File: src/rtl/key_debounce.sv
// Push-button conditioner: 2-flop sync, per-key debounce FSM, level + press/release strobes.
// Optional auto-repeat of key_press while held, enabled by defining KEY_AUTOREPEAT_EN.
module key_debounce_lane #(
  parameter int DEBOUNCE_CYCLES = 500000,
  parameter int HOLD_CYCLES     = 25000000,
  parameter int REPEAT_CYCLES   = 5000000
) (
  input  logic clk,
  input  logic rst_n,
  input  logic key_n,
  output logic key_level,
  output logic key_press,
  output logic key_release
);
  localparam int CW = $clog2(DEBOUNCE_CYCLES) + 1;
  localparam logic [CW-1:0] CNT_LAST = CW'(DEBOUNCE_CYCLES - 1);

  typedef enum logic [1:0] {RELEASED, PRESS_CHK, PRESSED, RELEASE_CHK} state_e;

  logic          sync_q1, sync_q2, s;
  state_e        state_q, state_d;
  logic [CW-1:0] cnt_q, cnt_d;
  logic          press_d, release_d;

  always_ff @(posedge clk or negedge rst_n) begin
    if (!rst_n) begin
      sync_q1 <= 1'b1;
      sync_q2 <= 1'b1;
    end else begin
      sync_q1 <= key_n;
      sync_q2 <= sync_q1;
    end
  end

  assign s = ~sync_q2;

`ifdef KEY_AUTOREPEAT_EN
  localparam int HW = $clog2(HOLD_CYCLES) + 1;
  localparam logic [HW-1:0] HOLD_LAST   = HW'(HOLD_CYCLES - 1);
  // Reloading to HOLD-REPEAT makes every later pulse land REPEAT cycles apart.
  localparam logic [HW-1:0] HOLD_RELOAD = HW'(HOLD_CYCLES - REPEAT_CYCLES);
  logic [HW-1:0] hold_q, hold_d;

  always_ff @(posedge clk or negedge rst_n) begin
    if (!rst_n) hold_q <= '0;
    else        hold_q <= hold_d;
  end
`else
  logic unused_cfg;
  assign unused_cfg = ^{HOLD_CYCLES[0], REPEAT_CYCLES[0]};
`endif

  always_ff @(posedge clk or negedge rst_n) begin
    if (!rst_n) begin
      state_q     <= RELEASED;
      cnt_q       <= '0;
      key_press   <= 1'b0;
      key_release <= 1'b0;
    end else begin
      state_q     <= state_d;
      cnt_q       <= cnt_d;
      key_press   <= press_d;
      key_release <= release_d;
    end
  end

  always_comb begin
    state_d   = state_q;
    cnt_d     = cnt_q;
    press_d   = 1'b0;
    release_d = 1'b0;
`ifdef KEY_AUTOREPEAT_EN
    hold_d    = '0;
`endif
    case (state_q)
      RELEASED: if (s) begin
        state_d = PRESS_CHK;
        cnt_d   = CW'(1);
      end
      PRESS_CHK: begin
        if (!s) begin
          state_d = RELEASED;
          cnt_d   = '0;
        end else if (cnt_q == CNT_LAST) begin
          state_d = PRESSED;
          cnt_d   = '0;
          press_d = 1'b1;
        end else begin
          cnt_d = cnt_q + CW'(1);
        end
      end
      PRESSED: begin
        if (!s) begin
          state_d = RELEASE_CHK;
          cnt_d   = CW'(1);
        end
`ifdef KEY_AUTOREPEAT_EN
        else if (hold_q == HOLD_LAST) begin
          press_d = 1'b1;
          hold_d  = HOLD_RELOAD;
        end else begin
          hold_d = hold_q + HW'(1);
        end
`endif
      end
      RELEASE_CHK: begin
        if (s) begin
          state_d = PRESSED;
          cnt_d   = '0;
        end else if (cnt_q == CNT_LAST) begin
          state_d   = RELEASED;
          cnt_d     = '0;
          release_d = 1'b1;
        end else begin
          cnt_d = cnt_q + CW'(1);
        end
      end
      default: begin
        state_d = RELEASED;
        cnt_d   = '0;
      end
    endcase
  end

  assign key_level = (state_q == PRESSED) || (state_q == RELEASE_CHK);

endmodule

module key_debounce #(
  parameter int NUM_KEYS        = 3,
  parameter int DEBOUNCE_CYCLES = 500000,
  parameter int HOLD_CYCLES     = 25000000,
  parameter int REPEAT_CYCLES   = 5000000
) (
  input  logic                clk,
  input  logic                rst_n,
  input  logic [NUM_KEYS-1:0] key_n,
  output logic [NUM_KEYS-1:0] key_level,
  output logic [NUM_KEYS-1:0] key_press,
  output logic [NUM_KEYS-1:0] key_release
);
  key_debounce_lane #(
    .DEBOUNCE_CYCLES(DEBOUNCE_CYCLES),
    .HOLD_CYCLES    (HOLD_CYCLES),
    .REPEAT_CYCLES  (REPEAT_CYCLES)
  ) u_lane [NUM_KEYS-1:0] (
    .clk        (clk),
    .rst_n      (rst_n),
    .key_n      (key_n),
    .key_level  (key_level),
    .key_press  (key_press),
    .key_release(key_release)
  );
endmodule

File: config.mk
export PLATFORM = sky130hd
export DESIGN_NAME = key_debounce
export DESIGN_NICKNAME = d
export VERILOG_FILES = /design/src/rtl/key_debounce.sv
export SDC_FILE = /design/constraint.sdc
export NUM_CORES = 1
export LEC_CHECK = 0
export ABC_AREA = 1
export CELL_PAD_IN_SITES_DETAIL_PLACEMENT = 0
export CELL_PAD_IN_SITES_GLOBAL_PLACEMENT = 1
export CORE_AREA = 2 2 100 102
export DETAILED_ROUTE_END_ITERATION = 12
export DIE_AREA = 0 0 102 104
export PLACE_DENSITY = 0.89
export SLEW_MARGIN = 40
export SYNTH_ARGS = -nofsm -noshare
export SYNTH_HDL_FRONTEND = slang
export SYNTH_SLANG_ARGS = --single-unit
File: constraint.sdc
create_clock -name clk -period 2.3 [get_ports clk]
set_input_delay 0.575 -clock clk [delete_from_list [all_inputs] [get_ports clk]]
set_output_delay 0.575 -clock clk [all_outputs]
set_load 0.03 [all_outputs]
==> results of run 1 <==
## metal layers
| layer | track usage [%] | vias to the layer above |
|---|---|---|
| li1 | - | 1922 |
| met1 | 26.13 | 1747 |
| met2 | 31.02 | 57 |
| met3 | 3.562 | 13 |
| met4 | 6.952 | 0 |
| met5 | 0 | - |
## worst min path at each step
stage | end | slack, ps | cells past startpoint
after floorplan | asynchronous set/reset pin | 280 | 0
after global placement | u_lane[2].sync_q2 | 350 | 0
after detailed placement | u_lane[1].sync_q2 | 350 | 0
after CTS | u_lane[1].cnt_q[13] | 150 | 1
after global routing | u_lane[2].cnt_q[6] | 170 | 1
final | u_lane[2].cnt_q[6] | 140 | 1
## power groups by stage
stage / logic [µW] / clock network, µW / registers, µW
after floorplan: 323 / 0 / 1490
after global placement: 409 / 0 / 1510
after detailed placement: 418 / 0 / 1520
after CTS: 419 / 1190 / 1490
after global routing: 465 / 1250 / 1500
final: 406 / 1160 / 1490
## state kept, by name, indices dropped and copies added, names as in the netlist, named ones only
signal,count
u_lane.cnt_q,60
u_lane.key_press,3
u_lane.sync_q1,3
u_lane.state_q,3
u_lane.sync_q2,3
u_lane.key_release,3
## worst reg2reg max path: cells and delay by family, from the launching register on
| family | cells | cell delay, ps |
|---|---|---|
| AOI/OAI and AO/OA | 1 | 180 |
| and+or+nand+nor | 6 | 810 |
| DFF | 1 | 540 |
| buffers and inverters | 1 | 70 |
## layout by cell type, fill, tap and decap left out, types with 2 or more instances in the layout
master	count
xnor2_1	7
clkbuf_8	10
bufinv_16	2
o21ai_0	28
inv_2	3
dfrtp_1	72
nor3_1	8
buf_4	4
nand4_1	10
nand2_1	159
a21oi_1	10
nor2_1	90
nor2_2	9
xor2_1	15
nor2_4	7
nand3_2	3
clkdlybuf4s50_1	12
dfstp_2	6
clkinvlp_4	2
nand3_1	62
or2_1	2
ha_1	3
inv_1	72
nand2_2	8
o22ai_1	2
a31oi_1	2
o21ai_2	2
o21bai_1	2
## cell families after synthesis
logic type	after synthesis	synth area share, %
DFF	78	43.25
buffers and inverters	94	9.196
xor gates and xnor gates	23	4.612
AOI/OAI and AO/OA	49	6.186
adders and majority gates	3	0.8286
and+or+nand+nor	363	35.93
## per-stage QoR
step           total power [µW]  util (%)  worst slack (ps)  hold slack (ps)
6_report                   3055     51.66             193.2            140.3
5_1_grt                    3212     51.66             133.9            172.8
4_1_cts                    3101     51.66             168.7            153.3
3_5_place_dp               1934     49.34             573.8            347.5
3_3_place_gp               1923     49.34             596.5            347.2
2_1_floorplan              1815         -             893.3            279.4
## cell type report
class                   instances  area (µm²)  share of cell area (%)
clock buffers                  10       137.6                   2.790
clock inverters                 5       83.83                   1.699
inverters                      75       281.5                   5.706
multi-input cells             438        2155                   43.67
flip-flops and latches         78        1959                   39.72
well taps                     133       166.4                   3.373
repair buffers                 16       150.1                   3.043
==> results.json, run 1 <==
{
  "p_seq_share_pct": 48.7,
  "synth_warnings": 0,
  "path_depth": 1,
  "postCtsResizedCells": 0,
  "ys_seq_elements": 78,
  "clk_latency_ps": 360,
  "grt.total_usage_pct": 19.38,
  "tightest_slew_ps": 435.7,
  "vias": 3739,
  "grt_max_degree": 35,
  "initial_core_util_pct": 47.44,
  "r2r_start": "u_lane[1].sync_q2",
  "fin_nets": 626,
  "coreArea_mm2": 0.009549,
  "firstDrtPassIters": 5,
  "ys_top_cells_by_count": "159 x nand2_1, 90 x nor2_1, 72 x dfrtp_1, 72 x inv_1, 62 x nand3_1",
  "antenna_found_initial": 0,
  "row_count": 36,
  "synth_top_area_cell": "dfrtp_1",
  "setup_viol": 0,
  "routedWlPerCell_um": 12.17,
  "ys_async_sr_fraction_pct": 100.0,
  "critPathKind": "reg2out",
  "reg2reg_to": "u_lane[1].cnt_q[5]",
  "grt_pass1_vias": 3626,
  "drcViolationCount": 0,
  "critPathArrivalTime_ps": 1530,
  "dp_cells": 740,
  "ir_worst_vdd_mv": 0.5050,
  "clk_pin_slew_ps": 90,
  "finalHoldViolCount": 0,
  "port-buffer-count": 13,
  "synth_area_mm2": 0.004531,
  "fmax_ghz": 0.4747,
  "pwr-share-clk_pct": 38.0,
  "crit_chain": "clkdlybuf4s50_1",
  "cp_num_buf_inv": 1,
  "cts_tree": "yes",
  "htreeDepth": 3,
  "ant_nets": 0,
  "top_layer_used": "met4",
  "powerDensity_mw_per_mm2": 619.2,
  "hold_buffers": 0,
  "critPathSlowestCell": "clkdlybuf4s50_1",
  "cts_setup_buffers": 0,
  "dp.final_hpwl_mm": 6.711,
  "power.share.combinational_pct": 13.3,
  "netSwitchingFraction_pct": 28.26,
  "fp.dieArea_mm2": 0.01061,
  "slew_headroom_pct": 70.89,
  "synth_seq_area_share_pct": 43.25,
  "syn2layout_area_growth_pct": 8.893,
  "viasPerCell": 4.952,
  "cp_top_family": "buffers and inverters",
  "synth_most_common_cell": "nand2_1",
  "gp_congestion": 0.8691,
  "r2r_setup_slack_ps": 640,
  "final_area_mm2": 0.004933,
  "root_buffer": "clkbuf_8",
  "syn-num-nets": 618,
  "postPlaceCellArea_mm2": 0.004712,
  "met1_length_mm": 4.331,
  "required_ps": 1730,
  "post-route-period-util_pct": 91.60,
  "internal_power_uw": 2192,
  "finalMaxSlewViolations": 0,
  "drv_cap": 0,
  "r2r_cells": 8,
  "grt_pass1_wl_mm": 16.56,
  "start_kind": "register",
  "skew_ps": 13.86,
  "synth_top_area_share_pct": 39.77,
  "first_iter_violations": 152,
  "overflow": 0,
  "layout-drive-gt1-share_pct": 10.13,
  "ys_types": 38,
  "cts.sinks": 78,
  "p_leak_uw": 0.002181,
  "cp-end-kind": "primary output",
  "layout.cells.non_filler": 755,
  "slowest_delay_ps": 710,
  "drt-total-wl_mm": 9.188,
  "cts-buffers-inserted": 9,
  "syn-mean-instance-area_um2": 7.427,
  "status": "completed",
  "dr_wl_met2_mm": 4.377,
  "n_fill_cell": 985,
  "yosys-top-cells-area": "dfrtp_1 40%, nand2_1 13%, nor2_1 7.5%, nand3_1 6.8%, inv_1 6.0%",
  "die_h_um": 104,
  "clockBufferDepth": 2,
  "ys.flop_type": "dfrtp_1",
  "synth-edff-count": 0,
  "hp-class": "in2async",
  "diodes": 0,
  "netSwitchingPower_uw": 863.2,
  "critPathCapture": "key_level[2]",
  "postSynthCellCount": 610,
  "critPathMaxFanout": 6,
  "timing.final.crit_period_ps": 2107,
  "dieWidth_um": 102,
  "rsz0062_at_grt": "false",
  "route.met3.wl_um": 330,
  "num_io_pins": 14,
  "fin_setup_tns_ps": 0
}
Power figures use the tool's default switching activity.
==> inputs of run 2 (changes only) <==
--- a/config.mk
+++ b/config.mk
@@ -11,8 +11,9 @@
 export CORE_AREA = 2 2 100 102
 export DETAILED_ROUTE_END_ITERATION = 12
 export DIE_AREA = 0 0 102 104
-export PLACE_DENSITY = 0.89
-export SLEW_MARGIN = 40
+export GPL_TIMING_DRIVEN = 0
+export PLACE_DENSITY = 0.91
+export SLEW_MARGIN = 20
 export SYNTH_ARGS = -nofsm -noshare
 export SYNTH_HDL_FRONTEND = slang
 export SYNTH_SLANG_ARGS = --single-unit
==> results.json, run 2 (synthesis gave the netlist of run 1 again) <==
{
  "post-route-period-util_pct": 95.78,
  "clk_pin_slew_ps": 90,
  "grt_pass1_wl_mm": 16.08,
  "finalHoldViolCount": 0,
  "finalPower_uw": 3074,
  "critPathMaxFanout": 5,
  "dieWidth_um": 102,
  "ant_nets": 0,
  "first_iter_violations": 205,
  "slowest_delay_ps": 650,
  "r2r_setup_slack_ps": 680,
  "clockBufferDepth": 2,
  "vias": 3840,
  "setup_viol": 0,
  "drt-total-wl_mm": 9.109,
  "row_count": 36,
  "port-buffer-count": 13,
  "postPlaceCellArea_mm2": 0.004852,
  "ir_worst_vdd_mv": 0.4947,
  "htreeDepth": 3,
  "powerDensity_mw_per_mm2": 607.1,
  "crit_chain": "clkbuf_1 > buf_4 > clkdlybuf4s50_1",
  "syn2layout_area_growth_pct": 11.76,
  "firstDrtPassIters": 6,
  "critPathArrivalTime_ps": 1630,
  "cp_num_buf_inv": 3,
  "slew_headroom_pct": 75.51,
  "required_ps": 1730,
  "grt.total_usage_pct": 18.83,
  "postCtsResizedCells": 1,
  "antenna_found_initial": 0,
  "dp.final_hpwl_mm": 6.704,
  "largest_reg_flops": 60,
  "cp_top_family": "buffers and inverters",
  "rsz0062_at_grt": "false",
  "drcViolationCount": 0,
  "drv_cap": 0,
  "fp.dieArea_mm2": 0.01061,
  "critPathSlowestCell": "clkdlybuf4s50_1",
  "coreArea_mm2": 0.009549,
  "fmax_ghz": 0.4540,
  "finalMaxSlewViolations": 0,
  "skew_ps": 12.54,
  "p_leak_uw": 0.002271,
  "cts.sinks": 78,
  "cts-buffers-inserted": 9,
  "reg2reg_to": "u_lane[1].cnt_q[2]",
  "grt_pass1_vias": 3640,
  "largest_register": "u_lane.cnt_q",
  "fin_nets": 643,
  "layout-drive-gt1-share_pct": 11.72,
  "critPathKind": "reg2out",
  "fin_setup_tns_ps": 0,
  "cts_setup_buffers": 0,
  "final_area_mm2": 0.005064,
  "initial_core_util_pct": 47.44,
  "final_common_cell": "nand2_1",
  "viasPerCell": 4.968,
  "timing.final.crit_period_ps": 2203,
  "diodes": 0,
  "layout_common_cells": "159 x nand2_1, 90 x nor2_1, 72 x inv_1, 72 x dfrtp_1, 62 x nand3_1",
  "cp-end-kind": "primary output",
  "die_h_um": 104,
  "gp_congestion": 0.8656,
  "whs_ps": 110.2,
  "r2r_start": "u_lane[1].cnt_q[1]",
  "num_io_pins": 14,
  "root_buffer": "clkbuf_8",
  "r2r_cells": 8,
  "routedWlPerCell_um": 11.78,
  "tightest_slew_ps": 367.4,
  "hp-class": "in2async",
  "grt_max_degree": 55,
  "status": "completed",
  "fin_util_pct": 53.03,
  "cts_tree": "yes",
  "clk_latency_ps": 370,
  "start_kind": "register",
  "overflow": 0,
  "hold_buffers": 0
}
-- run 2: power by group --
part	internal (µW)	leakage [µW]	total, µW	switching [µW]
registers	1430	0.00105	1480	47.0
logic	153	0.00111	455	301
clock network	614	0.000104	1140	529
total	2200	0.00227	3070	877
-- run 2: through the flow --
step | cells | worst slack [ps]
floorplan | 610 | 893.3
global placement | 756 | -2148
detailed placement | 757 | 404.6
CTS | 773 | 75.29
global route | 773 | 15.62
finish | 773 | 97.15
-- run 2: area by class of cell --
class / count / area (µm²)
fill: 952 / 4486
multi-input combinational: 438 / 2155
sequential: 78 / 1959
inverter: 75 / 281.5
tap: 133 / 166.4
timing repair buffer: 14 / 153.9
buffer: 19 / 135.1
clock buffer: 11 / 131.4
clock inverter: 5 / 81.33
-- run 2: metal layers --
metal / GRT usage, % / vias to the layer above / part of all wire, %
met5: 0 / - / 0
met4: 7.524 / 0 / 2.2
met3: 3.831 / 16 / 3.1
met2: 28.90 / 55 / 45
met1: 25.94 / 1808 / 50
li1: - / 1961 / -
-- run 2: how the worst max path moves through the flow --
| stage | startpoint | to | cells past startpoint |
|---|---|---|---|
| after global placement | rst_n | u_lane[0].cnt_q[1] | 1 |
| after detailed placement | register | key_level[2] | 3 |
| after floorplan | u_lane[2].cnt_q[0] | u_lane[2].cnt_q[8] | 8 |
| after CTS | register | key_level[0] | 3 |
| after global routing | register | key_level[1] | 3 |
| final | register | key_level[1] | 3 |
-- run 2: worst register-to-register path, cell delays in order, from the launching register on --
cell,delay [ps]
dfrtp_1,380
ha_1,220
nand2_1,110
nor2_2,190
nand3_1,110
nor2_2,160
nor2_4,110
nor2_8,170
nor2_1,70
==> inputs of run 3 (changes only) <==
--- a/config.mk
+++ b/config.mk
@@ -8,12 +8,13 @@
 export ABC_AREA = 1
 export CELL_PAD_IN_SITES_DETAIL_PLACEMENT = 0
 export CELL_PAD_IN_SITES_GLOBAL_PLACEMENT = 1
-export CORE_AREA = 2 2 100 102
+export CORE_AREA = 2 2 98 100
 export DETAILED_ROUTE_END_ITERATION = 12
-export DIE_AREA = 0 0 102 104
+export DIE_AREA = 0 0 100 102
 export GPL_TIMING_DRIVEN = 0
-export PLACE_DENSITY = 0.91
+export PLACE_DENSITY = 0.92
 export SLEW_MARGIN = 20
 export SYNTH_ARGS = -nofsm -noshare
 export SYNTH_HDL_FRONTEND = slang
+export SYNTH_HIERARCHICAL = 1
 export SYNTH_SLANG_ARGS = --single-unit
==> results.json, run 3 <==
{
  "synth_seq_area_share_pct": 43.69,
  "dp.final_hpwl_mm": 6.555,
  "r2r_setup_slack_ps": 610,
  "critPathSlowestCell": "clkdlybuf4s50_1",
  "largest_register": "u_lane/cnt_q",
  "critPathArrivalTime_ps": 1510,
  "r2r_cells": 9,
  "largest_reg_flops": 60,
  "vias": 3698,
  "status": "completed",
  "final_common_cell": "nand2_1",
  "firstDrtPassIters": 4,
  "netSwitchingPower_uw": 1374,
  "ant_nets": 0,
  "cp-end-kind": "primary output",
  "antenna_found_initial": 0,
  "row_count": 35,
  "synth_most_common_cell": "nand2_1",
  "htreeDepth": 3,
  "postCtsResizedCells": 0,
  "cts.sinks": 78,
  "clockBufferDepth": 2,
  "n_fill_cell": 867,
  "whs_ps": 152.5,
  "overflow": 0,
  "grt.total_usage_pct": 19.67,
  "p_seq_share_pct": 40.7,
  "first_iter_violations": 178,
  "fmax_ghz": 0.4797,
  "cts-buffers-inserted": 9,
  "grt_pass1_wl_mm": 16.08,
  "critPathKind": "reg2out",
  "synth-edff-count": 0,
  "ys_seq_elements": 78,
  "slew_headroom_pct": 72.07,
  "powerDensity_mw_per_mm2": 769.7,
  "grt_max_degree": 50,
  "critPathCapture": "key_level[1]",
  "postSynthCellCount": 570,
  "finalHoldViolCount": 0,
  "drv_cap": 0,
  "critPathMaxFanout": 4,
  "port-buffer-count": 13,
  "hp-class": "in2async",
  "ys_top_cells_by_count": "163 x nand2_1, 72 x dfrtp_1, 66 x inv_1",
  "dieWidth_um": 100,
  "clk_pin_slew_ps": 90,
  "hold_buffers": 0,
  "root_buffer": "clkbuf_8",
  "place_ws_ps": 586.7,
  "slowest_delay_ps": 660,
  "num_io_pins": 14,
  "internal_power_uw": 2473,
  "synth_top_area_cell": "dfrtp_1",
  "diodes": 0,
  "fp.dieArea_mm2": 0.01020,
  "routedWlPerCell_um": 12.68,
  "layout-drive-gt1-share_pct": 15.67,
  "coreArea_mm2": 0.009109,
  "viasPerCell": 5.201,
  "setup_viol": 0,
  "timing.final.crit_period_ps": 2085,
  "synth_warnings": 6,
  "pwr-share-clk_pct": 29.7,
  "ys.flop_type": "dfrtp_1",
  "rsz0062_at_grt": "false",
  "r2r_start": "u_lane[0]/cnt_q[0]",
  "drt-total-wl_mm": 9.017,
  "fin_setup_tns_ps": 0,
  "cts_tree": "yes",
  "required_ps": 1730,
  "die_h_um": 102,
  "netSwitchingFraction_pct": 35.72,
  "yosys-top-cells-area": "dfrtp_1 40%, nand2_1 14%, inv_1 5.5%, nor2_1 4.6%, nand3_1 4.5%",
  "crit_chain": "clkbuf_1 > clkdlybuf4s50_1",
  "finalPower_uw": 3847,
  "post-route-period-util_pct": 90.63,
  "tightest_slew_ps": 419.0,
  "setup_ws_ps": 215.4,
  "reg2reg_to": "u_lane[0]/cnt_q[12]",
  "dp_cells": 695,
  "fin_nets": 603,
  "cts_setup_buffers": 0,
  "finalMaxSlewViolations": 0,
  "layout_common_cells": "163 x nand2_1, 72 x dfrtp_1, 66 x inv_1, 55 x nor2_1, 40 x nand3_1",
  "grt_pass1_vias": 3569,
  "ir_worst_vdd_mv": 0.5548,
  "power.share.combinational_pct": 29.6,
  "initial_core_util_pct": 49.23,
  "synth_top_area_share_pct": 40.18,
  "synth_area_mm2": 0.004484,
  "syn-num-nets": 578,
  "gp_congestion": 0.8126,
  "drcViolationCount": 0,
  "syn2layout_area_growth_pct": 11.47,
  "start_kind": "register",
  "ys_async_sr_fraction_pct": 100.0,
  "clk_latency_ps": 350,
  "skew_ps": 12.60,
  "p_leak_uw": 0.002131,
  "layout.cells.non_filler": 711,
  "syn-mean-instance-area_um2": 7.867,
  "ys_types": 38
}
-- run 3: cell count changes in the layout (fill, tap and decap cells not counted), moves of 5 or more --
cell,previous run,this run
buf_4,10,1
nand3_1,62,40
o21ai_1,1,7
o21ai_0,28,18
nor2_1,90,55
inv_1,72,66
o22ai_1,2,16
nand3_2,3,12
xnor2_1,7,1
o21ai_2,2,7
-- run 3: area by class of cell --
class	instances	area (µm²)	share of cell area [%]
timing repair buffer	14	155.1	3.104
inverter	70	262.8	5.257
buffer	10	73.82	1.477
multi-input combinational	412	2188	43.78
tap	111	138.9	2.778
clock buffer	10	127.6	2.553
sequential	78	1959	39.20
clock inverter	6	92.59	1.852
-- run 3: layer usage --
metal  track usage [%]  vias up  wire (µm)
li1                  -     1886          -
met4             7.903        0        126
met5                 0        -          0
met1             26.97     1731       4347
met2             31.19       70       4218
met3             3.557       11        324
-- run 3: metrics by stage --
stage	util, %	instance area, µm²
3_3_place_gp	52.18	4753
3_5_place_dp	52.46	4778
6_report	54.88	4999
4_1_cts	54.88	4999
2_1_floorplan	-	4484
5_1_grt	54.88	4999
-- run 3: worst min-delay path by stage --
| stage | slack, ps | from | cells after the start | to |
|---|---|---|---|---|
| 2_1_floorplan | 280 | rst_n | 0 | asynchronous set/reset pin |
| 3_3_place_gp | 350 | u_lane[0]/sync_q1 | 0 | u_lane[0]/sync_q2 |
| 3_5_place_dp | 350 | u_lane[0]/sync_q1 | 0 | u_lane[0]/sync_q2 |
| 4_1_cts | 150 | rst_n | 1 | u_lane[2]/cnt_q[10] |
| 5_1_grt | 160 | rst_n | 1 | u_lane[2]/cnt_q[12] |
| 6_report | 150 | rst_n | 1 | u_lane[2]/cnt_q[10] |
-- run 3: power groups by stage --
stage	combinational, µW	clock, µW	sequential [µW]
after global placement	1120	0	1590
after global routing	1280	1240	1580
after floorplan	843	0	1570
final	1140	1140	1570
after CTS	1150	1180	1560
after detailed placement	1150	0	1590
-- run 3: worst max-delay path, delay by kind of cell, from the launching register on --
family,cells,cell delay (ps)
buffers and inverters,2,760
DFF,1,390
-- run 3: cell families after synthesis --
family / share of synthesized area (%)
and+or+nand+nor: 34.60
buffers and inverters: 7.506
DFF: 43.69
AOI/OAI and AO/OA: 11.02
xor gates and xnor gates: 2.344
adders and majority gates: 0.8371
